### config.mk
export PLATFORM = sky130hd
export DESIGN_NAME = stream_mux
export DESIGN_NICKNAME = d
export VERILOG_FILES = /design/src/rtl/stream_pkg.sv /design/src/rtl/rr_arbiter.sv /design/src/rtl/stream_mux.sv
export SDC_FILE = /design/constraint.sdc
export NUM_CORES = 1
export LEC_CHECK = 0
export CAP_MARGIN = 10
export CELL_PAD_IN_SITES_DETAIL_PLACEMENT = 0
export CELL_PAD_IN_SITES_GLOBAL_PLACEMENT = 1
export CORE_ASPECT_RATIO = 0.8
export CORE_MARGIN = 2
export CORE_UTILIZATION = 26
export DETAILED_ROUTE_END_ITERATION = 12
export PLACE_DENSITY = 0.79
export SLEW_MARGIN = 20
export SYNTH_ARGS = -nofsm -noshare
export SYNTH_HDL_FRONTEND = slang
export SYNTH_HIERARCHICAL = 1
export SYNTH_SLANG_ARGS = --single-unit
### constraint.sdc
create_clock -name clk -period 3.5 [get_ports clk]
set_clock_uncertainty 0.05 [all_clocks]
set_input_delay 0.525 -clock clk [delete_from_list [all_inputs] [get_ports clk]]
set_output_delay 0.525 -clock clk [all_outputs]
set_load 0.1 [all_outputs]
### src/rtl/stream_pkg.sv
// Shared constants and helpers for the stream multiplexer and its arbiter.
package stream_pkg;

   localparam logic MODE_FIXED = 1'b0;
   localparam logic MODE_RR    = 1'b1;

   localparam int DEFAULT_WIDTH = 16;

   // Channel index reached by stepping 'off' places past 'base' in a ring of n.
   function automatic int wrap_add(input int base, input int off, input int n);
      return (base + off) % n;
   endfunction

endpackage

### src/rtl/rr_arbiter.sv
// Combinational round-robin arbiter: grants the first requester after 'last',
// wrapping modulo N. The pointer register itself lives in the caller.
module rr_arbiter
   import stream_pkg::*;
#(
   parameter int N = 4,
   localparam int SW = $clog2(N)
) (
   input  logic [N-1:0]  req,
   input  logic [SW-1:0] last,
   output logic [N-1:0]  gnt,
   output logic [SW-1:0] gnt_idx
);

   logic found;

   always_comb begin
      gnt     = '0;
      gnt_idx = '0;
      found   = 1'b0;
      for (int k = 1; k <= N; k++) begin
         if (!found && req[wrap_add(int'(last), k, N)]) begin
            found = 1'b1;
            gnt[wrap_add(int'(last), k, N)] = 1'b1;
            gnt_idx = SW'(wrap_add(int'(last), k, N));
         end
      end
   end

endmodule

### src/rtl/stream_mux.sv
// N-to-1 registered stream multiplexer with fixed-select or round-robin
// channel choice and a single backpressured output register stage.
module stream_mux
   import stream_pkg::*;
#(
   parameter int WIDTH = DEFAULT_WIDTH,
   parameter int N     = 4,
   localparam int SW   = $clog2(N)
) (
   input  logic                 clk,
   input  logic                 rst_n,
   input  logic [N*WIDTH-1:0]   in_data,
   input  logic [N-1:0]         in_valid,
   output logic [N-1:0]         in_ready,
   input  logic                 mode,
   input  logic [SW-1:0]        sel,
   output logic [WIDTH-1:0]     out_data,
   output logic [SW-1:0]        out_src,
   output logic                 out_valid,
   input  logic                 out_ready
);

   logic [WIDTH-1:0] out_data_q, out_data_d;
   logic [SW-1:0]    out_src_q, out_src_d;
   logic             out_valid_q, out_valid_d;
   logic [SW-1:0]    last_q, last_d;

   logic [N-1:0]     rr_gnt;
   logic [SW-1:0]    rr_idx;
   logic [N-1:0]     fixed_gnt;
   logic [N-1:0]     grant;
   logic [SW-1:0]    win_idx;
   logic [WIDTH-1:0] win_data;
   logic             load;

   rr_arbiter #(.N(N)) u_arb (
      .req     (in_valid),
      .last    (last_q),
      .gnt     (rr_gnt),
      .gnt_idx (rr_idx)
   );

   // An out-of-range select matches no channel and therefore grants nothing.
   always_comb begin
      fixed_gnt = '0;
      for (int i = 0; i < N; i++) begin
         if (sel == SW'(i)) begin
            fixed_gnt[i] = in_valid[i];
         end
      end
   end

   always_comb begin
      grant   = fixed_gnt;
      win_idx = sel;
      if (mode == MODE_RR) begin
         grant   = rr_gnt;
         win_idx = rr_idx;
      end
   end

   always_comb begin
      win_data = '0;
      for (int i = 0; i < N; i++) begin
         if (grant[i]) begin
            win_data = in_data[i*WIDTH +: WIDTH];
         end
      end
   end

   assign load     = !out_valid_q || out_ready;
   assign in_ready = {N{load}} & grant;

   always_comb begin
      out_data_d  = out_data_q;
      out_src_d   = out_src_q;
      out_valid_d = out_valid_q;
      last_d      = last_q;
      if (load) begin
         out_valid_d = |grant;
         if (|grant) begin
            out_data_d = win_data;
            out_src_d  = win_idx;
            if (mode == MODE_RR) begin
               last_d = win_idx;
            end
         end
      end
   end

   // Pointer resets to N-1 so the first round-robin search begins at channel 0.
   always_ff @(posedge clk or negedge rst_n) begin
      if (!rst_n) begin
         out_data_q  <= '0;
         out_src_q   <= '0;
         out_valid_q <= 1'b0;
         last_q      <= SW'(N - 1);
      end else begin
         out_data_q  <= out_data_d;
         out_src_q   <= out_src_d;
         out_valid_q <= out_valid_d;
         last_q      <= last_d;
      end
   end

   assign out_data  = out_data_q;
   assign out_src   = out_src_q;
   assign out_valid = out_valid_q;

   a_grant_onehot: assert property (@(posedge clk) disable iff (!rst_n)
      $onehot0(grant));

   a_hold_stable: assert property (@(posedge clk) disable iff (!rst_n)
      out_valid_q && !out_ready |=> out_valid_q && $stable(out_data_q) && $stable(out_src_q));

endmodule
=== After elaboration in Yosys (flattened, before gate mapping) ===
Index checks and enable logic that the tools add are counted.

* Output and inout bits: 23
* Input port bits: 74
* Flip-flop bits (word level): 21
* Logic and storage cells: 88

* Bitwise logic cells: 8
* Add/subtract/negate cells: 4
* Eq/ne operators: 3
* Multiplexer cells: 41
* Magnitude comparators: 8
* Reduce and logical (&&, ||, !) cells: 20

{| class="wikitable"
|+ Operators by type and width
! operator !! number
|-
| $mux W16 || 4
|-
| $mux W4 || 5
|-
| $mux W1 || 19
|-
| $lt A3 B4 Y1 const B || 4
|-
| $ge A3 B1 Y1 const B || 4
|-
| $or A4 B4 Y4 || 3
|-
| $mux W2 || 5
|-
| $bmux W1 S2 || 4
|-
| $demux W1 S2 || 4
|-
| $reduce_or A2 Y1 || 4
|-
| $logic_and A1 B1 Y1 || 7
|-
| $add A2 B1 Y2 const B || 2
|-
| $add A2 B2 Y2 const B || 2
|-
| $and A1 B1 Y1 const A || 4
|-
| $and A4 B4 Y4 || 1
|-
| $eq A2 B2 Y1 const B || 2
|-
| $logic_not A1 Y1 || 4
|-
| $reduce_or A4 Y1 || 1
|-
| $reduce_and A3 Y1 || 1
|-
| $eq A2 B1 Y1 const B || 1
|-
| $logic_not A2 Y1 || 1
|-
| $reduce_and A2 Y1 || 1
|-
| $logic_or A1 B1 Y1 || 1
|}

=== Depth between registers and ports, before layout ===
* Word-level depth: 21
* Mapped depth: 14
* Gate-level depth less buffers: 11

=== Cells and area by module ===
Netlist, hierarchy kept.

{| class="wikitable"
|+ Modules (own cells, without submodules)
! module !! cells each !! sequential area each (µm²) !! area each (µm²) !! times used
|-
| stream_mux || 142 || 528.0 || 1326.3 || 1
|-
| rr_arbiter || 68 || 0.0 || 545.5 || 1
|}

=== Least setup slack after synthesis ===
Ideal clock, no wire load.

* Path type: reg2out
* From: reg last_q[0]
* To: out in_ready[2]
* Stages on the path, launching flop included: 11
* Buffers on the path: 3
* Arrival: 3.643 ns
* Setup slack: -0.718 ns
* Required time: 2.925 ns
* Cells stage by stage: dfstp_2 -> buf_4 -> inv_1 -> ha_1 -> buf_4 -> mux4_2 -> o21ai_0 -> a221o_2 -> a22oi_1 -> clkbuf_1 -> nor2_1

* Cells in the longest elaborated chain, start to end: 16
* Elaborated cells between the ends (all ways): 62
* Classes of those cells: 4 x add/sub; 8 x order compare; 28 x mux; 8 x bitwise; 14 x reduce/logical

{| class="wikitable"
|+ Ends and longest elaborated chain
! element !! line !! RTL
|-
| from (decl) || stream_mux.sv:26 || <nowiki>logic [SW-1:0] last_q, last_d;</nowiki>
|-
| from (signal assigned) || stream_mux.sv:97 || <nowiki>last_q <= SW'(N - 1);</nowiki>
|-
| from (signal assigned) || stream_mux.sv:102 || <nowiki>last_q <= last_d;</nowiki>
|-
| $add A2 B1 Y2 || stream_pkg.sv:11 || <nowiki>return (base + off) % n;</nowiki>
|-
| $reduce_or A2 Y1 (no line) or $bmux W1 S2 (tied branches) || - ||
|-
| $and A1 B1 Y1 (no line) or $mux W1 (tied branches) || - ||
|-
| $lt A3 B4 Y1 (implied by the code) (tied with other cells) || rr_arbiter.sv:24 || <nowiki>gnt[wrap_add(int'(last), k, N)] = 1'b1;</nowiki>
|-
| $logic_and A1 B1 Y1 (implied by the code) or $mux W1 (tied branches) || rr_arbiter.sv:24, rr_arbiter.sv:22 ||
|-
| $mux W1 (implied by the code) or $logic_not A1 Y1 (tied branches) || rr_arbiter.sv:24, rr_arbiter.sv:22 ||
|-
| $demux W1 S2 or $logic_and A1 B1 Y1 (tied branches) || - ||
|-
| $mux W4 or $mux W1 (tied branches) || rr_arbiter.sv:22 || <nowiki>if (!found && req[wrap_add(int'(last), k, N)]) begin</nowiki>
|-
| $or A4 B4 Y4 (no line) or $logic_not A1 Y1 (tied branches) || - ||
|-
| $mux W4 or $logic_and A1 B1 Y1 (tied branches) || rr_arbiter.sv:22 ||
|-
| $or A4 B4 Y4 (no line) or $mux W1 (tied branches) || - ||
|-
| $mux W4 or $logic_not A1 Y1 (tied branches) || rr_arbiter.sv:22 ||
|-
| $or A4 B4 Y4 (no line) or $logic_and A1 B1 Y1 (tied branches) || - ||
|-
| $mux W4 (*) || rr_arbiter.sv:22 ||
|-
| named net rr_gnt[2] || stream_mux.sv:28 || <nowiki>logic [N-1:0] rr_gnt;</nowiki>
|-
| $mux W4 (*) || stream_mux.sv:56 || <nowiki>if (mode == MODE_RR) begin</nowiki>
|-
| $and A4 B4 Y4 (*) || stream_mux.sv:72 || <nowiki>assign in_ready = {N{load}} & grant;</nowiki>
|-
| to (decl) || stream_mux.sv:14 || <nowiki>output logic [N-1:0] in_ready,</nowiki>
|}

The timed path passes the listed nets; every way through them passes the cells marked *. The select of a mux whose other input is x is not followed.

=== Worst setup path in the final report ===
* From: in in_valid[1]
* To: out in_ready[0]

* Cells in the longest elaborated chain, start to end: 15
* Elaborated cells between the ends (all ways): 30
* Classes of those cells: 20 x mux; 4 x bitwise; 6 x reduce/logical

{| class="wikitable"
|+ Ends and longest elaborated chain
! element !! line !! RTL
|-
| from (decl) || stream_mux.sv:13 || <nowiki>input logic [N-1:0] in_valid,</nowiki>
|-
| $bmux W1 S2 || rr_arbiter.sv:22 ||
|-
| $mux W1 (implied by the code) (2 in series) || rr_arbiter.sv:22 ||
|-
| $mux W1 || rr_arbiter.sv:22 ||
|-
| $logic_not A1 Y1 || rr_arbiter.sv:22 ||
|-
| $logic_and A1 B1 Y1 || rr_arbiter.sv:22 ||
|-
| $mux W1 || rr_arbiter.sv:22 ||
|-
| $logic_not A1 Y1 || rr_arbiter.sv:22 ||
|-
| $logic_and A1 B1 Y1 || rr_arbiter.sv:22 ||
|-
| $mux W1 || rr_arbiter.sv:22 ||
|-
| $logic_not A1 Y1 || rr_arbiter.sv:22 ||
|-
| $logic_and A1 B1 Y1 || rr_arbiter.sv:22 ||
|-
| $mux W4 (*) || rr_arbiter.sv:22 ||
|-
| named net rr_gnt[0] || stream_mux.sv:28 ||
|-
| $mux W4 (*) || stream_mux.sv:56 ||
|-
| $and A4 B4 Y4 (*) || stream_mux.sv:72 ||
|}

Marks and branches as above.

==> impl_results.rst <==
.. list-table::
   :header-rows: 1

   * - Metric
     - Value
   * - Outcome
     - finished, final reports clean
   * - CP Capture Type
     - primary output
   * - Area share of the largest cell type after synthesis
     - 25.4%
   * - EDFF count, synth
     - 0
   * - Net total in the final layout
     - just under 400
   * - Minimum setup slack among reg-to-reg paths
     - 320 ps
   * - Net count after synthesis
     - 292
   * - Area occupied by registers
     - around 530 um2
   * - Overall power of the completed layout
     - around 3.6 mW
   * - Origin of the critical flop-to-flop path
     - last_q[0]
   * - Synth-to-layout area growth
     - 67.8%
   * - Async set-reset flop share out of synthesis
     - 100%
   * - Depth of the worst register-to-register path
     - 10
   * - Dominant cells by area after synthesis
     - sky130_fd_sc_hd__dfrtp_1, sky130_fd_sc_hd__a221oi_1, sky130_fd_sc_hd__a2bb2oi_1, sky130_fd_sc_hd__o21ai_0, sky130_fd_sc_hd__a21oi_1
   * - TritonCTS clock tree
     - done
   * - Cell class contributing the biggest share of worst-path delay
     - buffers and inverters
   * - Post CTS Setup Buffer Count
     - 0
   * - Final count of pins violating max slew
     - 0
   * - Netlist Area Pre-Place
     - 1870 um2
   * - Total number of placement rows
     - 27
   * - RePlAce Congestion
     - 0.893
   * - Worst hold path class
     - input port to async pin
   * - H-tree levels
     - 1
   * - CTS Sinks
     - 21
   * - Shortest clock period the worst path allows after layout
     - 3380 ps
   * - Relative contribution of sequential cells to total power
     - 12.9%
   * - Avg Vias per Cell
     - 5.28
   * - Die height
     - 79.9 um
   * - Cell internal pwr
     - around 1.5 mW
   * - Total routed wirelength
     - 6910 um
   * - Post-synth top flop
     - sky130_fd_sc_hd__dfrtp_1
   * - I/O Pins
     - 97
   * - Number of non-filler instances in the completed layout
     - 400
   * - Clock Latency Late Sink
     - 260 ps
   * - Crit-path max FO
     - 8
   * - DIE AREA
     - about 7900 um2
   * - Number of distinct library cells after synthesis
     - 43
   * - P per Cell Area
     - 1140 nW/um2
   * - Fill cells
     - 651
   * - Via count of the first global-routing pass
     - 2032
   * - HPWL Detailed
     - roughly 5300 um
   * - Pin count of the biggest net entering global routing
     - 25
   * - Crit Path Class
     - input port to primary output
   * - Global-route wire length before repair
     - 10700 um
   * - Clock Power Share
     - between 4 and 5%
   * - Die W
     - 98.9 um
   * - Number of buffer and inverter stages on the critical path
     - 2
   * - Fraction of power spent switching nets
     - 57.5%
   * - Logic gate share of total power
     - 82.6%
   * - Buffer levels on the longest clock path
     - 2
   * - Routed WL per cell
     - 17.3 um
   * - Max capacitance violation total
     - 0
   * - Fmax
     - 295 MHz
   * - Combined area of the multi-input logic cells
     - 1280 um2
   * - Top cells by instance count after synthesis
     - sky130_fd_sc_hd__nor2_1, sky130_fd_sc_hd__o21ai_0, sky130_fd_sc_hd__a21oi_1
   * - Measured slew at the worst slew-check pin
     - 1030 ps
   * - Detailed-route via count
     - 2110
   * - Starting Density
     - 27.0%
   * - Post-synthesis register bit count
     - 21
   * - Total of endpoints with negative setup slack in the final report
     - 0
   * - CTS Root Buffer Type
     - sky130_fd_sc_hd__clkbuf_8
   * - Switching pwr
     - between 2 and 2.5 mW
   * - Worst vdd rail ir drop
     - roughly 0.71 mV
   * - Overall track demand over capacity in global routing
     - 17.0%
   * - Leakage
     - 1.20 nW
   * - Port bufs
     - 96
   * - Clock buffer count from CTS
     - 3
   * - Hold violation total from the final report
     - 0
   * - Total number of cells along the worst setup path
     - 8
   * - Detailed-router iteration count before antenna repair
     - 4
   * - Endpoint of the most critical register-to-register path
     - out_data[0]
   * - Largest area contributor in the netlist
     - sky130_fd_sc_hd__dfrtp_1
   * - Number of antenna violations at the first check in global routing
     - 0
   * - Share of cells above drive strength 1
     - 16.3%
   * - CP max-delay cell
     - sky130_fd_sc_hd__mux4_2
   * - Worst-case headroom to the max-slew limit
     - 30.8%
   * - # placed instances
     - 396
   * - DRC marker count from the first detailed-route iteration
     - 122
   * - Final clock period utilization by the worst path
     - between 90% and 100%
   * - Mean post-synth cell area
     - 8.91 um2
   * - Critical path's largest stage delay
     - 590 ps
   * - Area of the placeable core
     - between 6000 and 7000 um2
   * - Remaining design rule violation count
     - 0
   * - Critical path cell sequence
     - clkdlybuf4s50_1, mux4_2, a211oi_2, a221o_2, nand2_1, and2_4, nor2_4, buf_12
   * - Post-synthesis cell count
     - 210
   * - Final global-route overflow total
     - 0
   * - Post-DRT Antenna Nets
     - 0
   * - Crit start category
     - input port
   * - Critical Path RT
     - 2920 ps
   * - Count of hold-fix buffers inserted at cts
     - 0
   * - Clock transition at path regs
     - 80 ps
   * - Number of diodes
     - 0
   * - Warning count from the yosys run
     - 6
   * - Post-CTS sizing
     - 0
   * - Data arrival at the endpoint of the critical path
     - about 2800 ps
   * - Most frequent cell after synthesis
     - sky130_fd_sc_hd__nor2_1
   * - Sequential fraction of the synthesis area
     - around 28%
   * - Setup repair after global routing missed its margin
     - false
## sequential cells by signal (all words and copies together), names as in the netlist
name / count
last_q: 2
out_data: 16
out_src: 2
out_valid: 1
## placed cells by master, fill, tap and decap left out, types with 2 or more instances in the layout
cell / n
sky130_fd_sc_hd__clkdlybuf4s50_1: 91
sky130_fd_sc_hd__o21ai_0: 22
sky130_fd_sc_hd__a21oi_1: 21
sky130_fd_sc_hd__nor2_1: 21
sky130_fd_sc_hd__dfrtp_1: 19
sky130_fd_sc_hd__buf_4: 18
sky130_fd_sc_hd__a221oi_1: 17
sky130_fd_sc_hd__a2bb2oi_1: 16
sky130_fd_sc_hd__nand2_1: 14
sky130_fd_sc_hd__ha_1: 8
sky130_fd_sc_hd__nor2b_1: 7
sky130_fd_sc_hd__buf_12: 6
sky130_fd_sc_hd__nor2_4: 4
sky130_fd_sc_hd__a221o_2: 4
sky130_fd_sc_hd__clkbuf_8: 3
sky130_fd_sc_hd__inv_1: 3
sky130_fd_sc_hd__a22oi_1: 3
sky130_fd_sc_hd__mux2_1: 2
sky130_fd_sc_hd__mux2i_1: 2
sky130_fd_sc_hd__dfstp_2: 2
sky130_fd_sc_hd__mux4_2: 2
sky130_fd_sc_hd__nor3_1: 2
sky130_fd_sc_hd__o211ai_1: 2
## power by group through the flow
stage,clock [mW],combinational [mW],sequential [mW]
6_report,0.160,2.95,0.460
5_1_grt,0.180,3.14,0.476
4_1_cts,0.168,2.94,0.460
3_5_place_dp,0,2.93,0.465
3_3_place_gp,0,2.93,0.460
2_1_floorplan,0,1.30,1.30
## layer usage
layer	up-vias	share of wire, %	global-route usage [%]
met2	81	45	24.8
met1	985	47	25.0
met5	-	0	0
met4	0	2.2	4.38
met3	14	5.8	4.03
li1	1030	-	-
## through the flow
stage | worst slack [ps] | area (um2) | hold WS [ps] | setup TNS (ps) | util [%]
after floorplan | -50.3 | 1920 | 179 | -50.3 | -
after global placement | 90.4 | 3090 | 457 | 0 | 44.6
after detailed placement | 22.6 | 3090 | 463 | 0 | 44.6
after CTS | 66.9 | 3140 | 487 | 0 | 45.3
after global routing | 30.9 | 3140 | 197 | 0 | 45.4
final | 116 | 3140 | 157 | 0 | 45.4
## area by class of cell
type	instances	share of cell area [%]
Clock buffer	3	1.31
Clock inverter	1	0.159
Inverter	3	0.358
Multi-Input combinational cell	169	40.6
Sequential cell	21	16.8
Tap cell	87	3.46
Timing Repair Buffer	116	37.3
## logic make-up after synthesis
| kind of cell | count (synthesis) | share of synthesized area (%) |
|---|---|---|
| AND/OR/NAND/NOR | 57 | 15.2 |
| multiplexers | 7 | 5.28 |
| buffers and inverters | 20 | 6.48 |
| adder cells (fa/ha/maj) | 8 | 5.35 |
| AO/OA/AOI/OAI | 97 | 39.5 |
| flip-flops | 21 | 28.2 |
## worst max-delay path by stage
stage	from	endpoint
final	in_valid[1]	in_ready[0]
after global routing	in_valid[1]	in_ready[0]
after CTS	in_valid[1]	in_ready[3]
after detailed placement	in_valid[1]	out_valid
after global placement	in_valid[2]	out_valid
after floorplan	last_q[0]	in_ready[2]
Note: power is estimated with default switching activity, not from simulation.
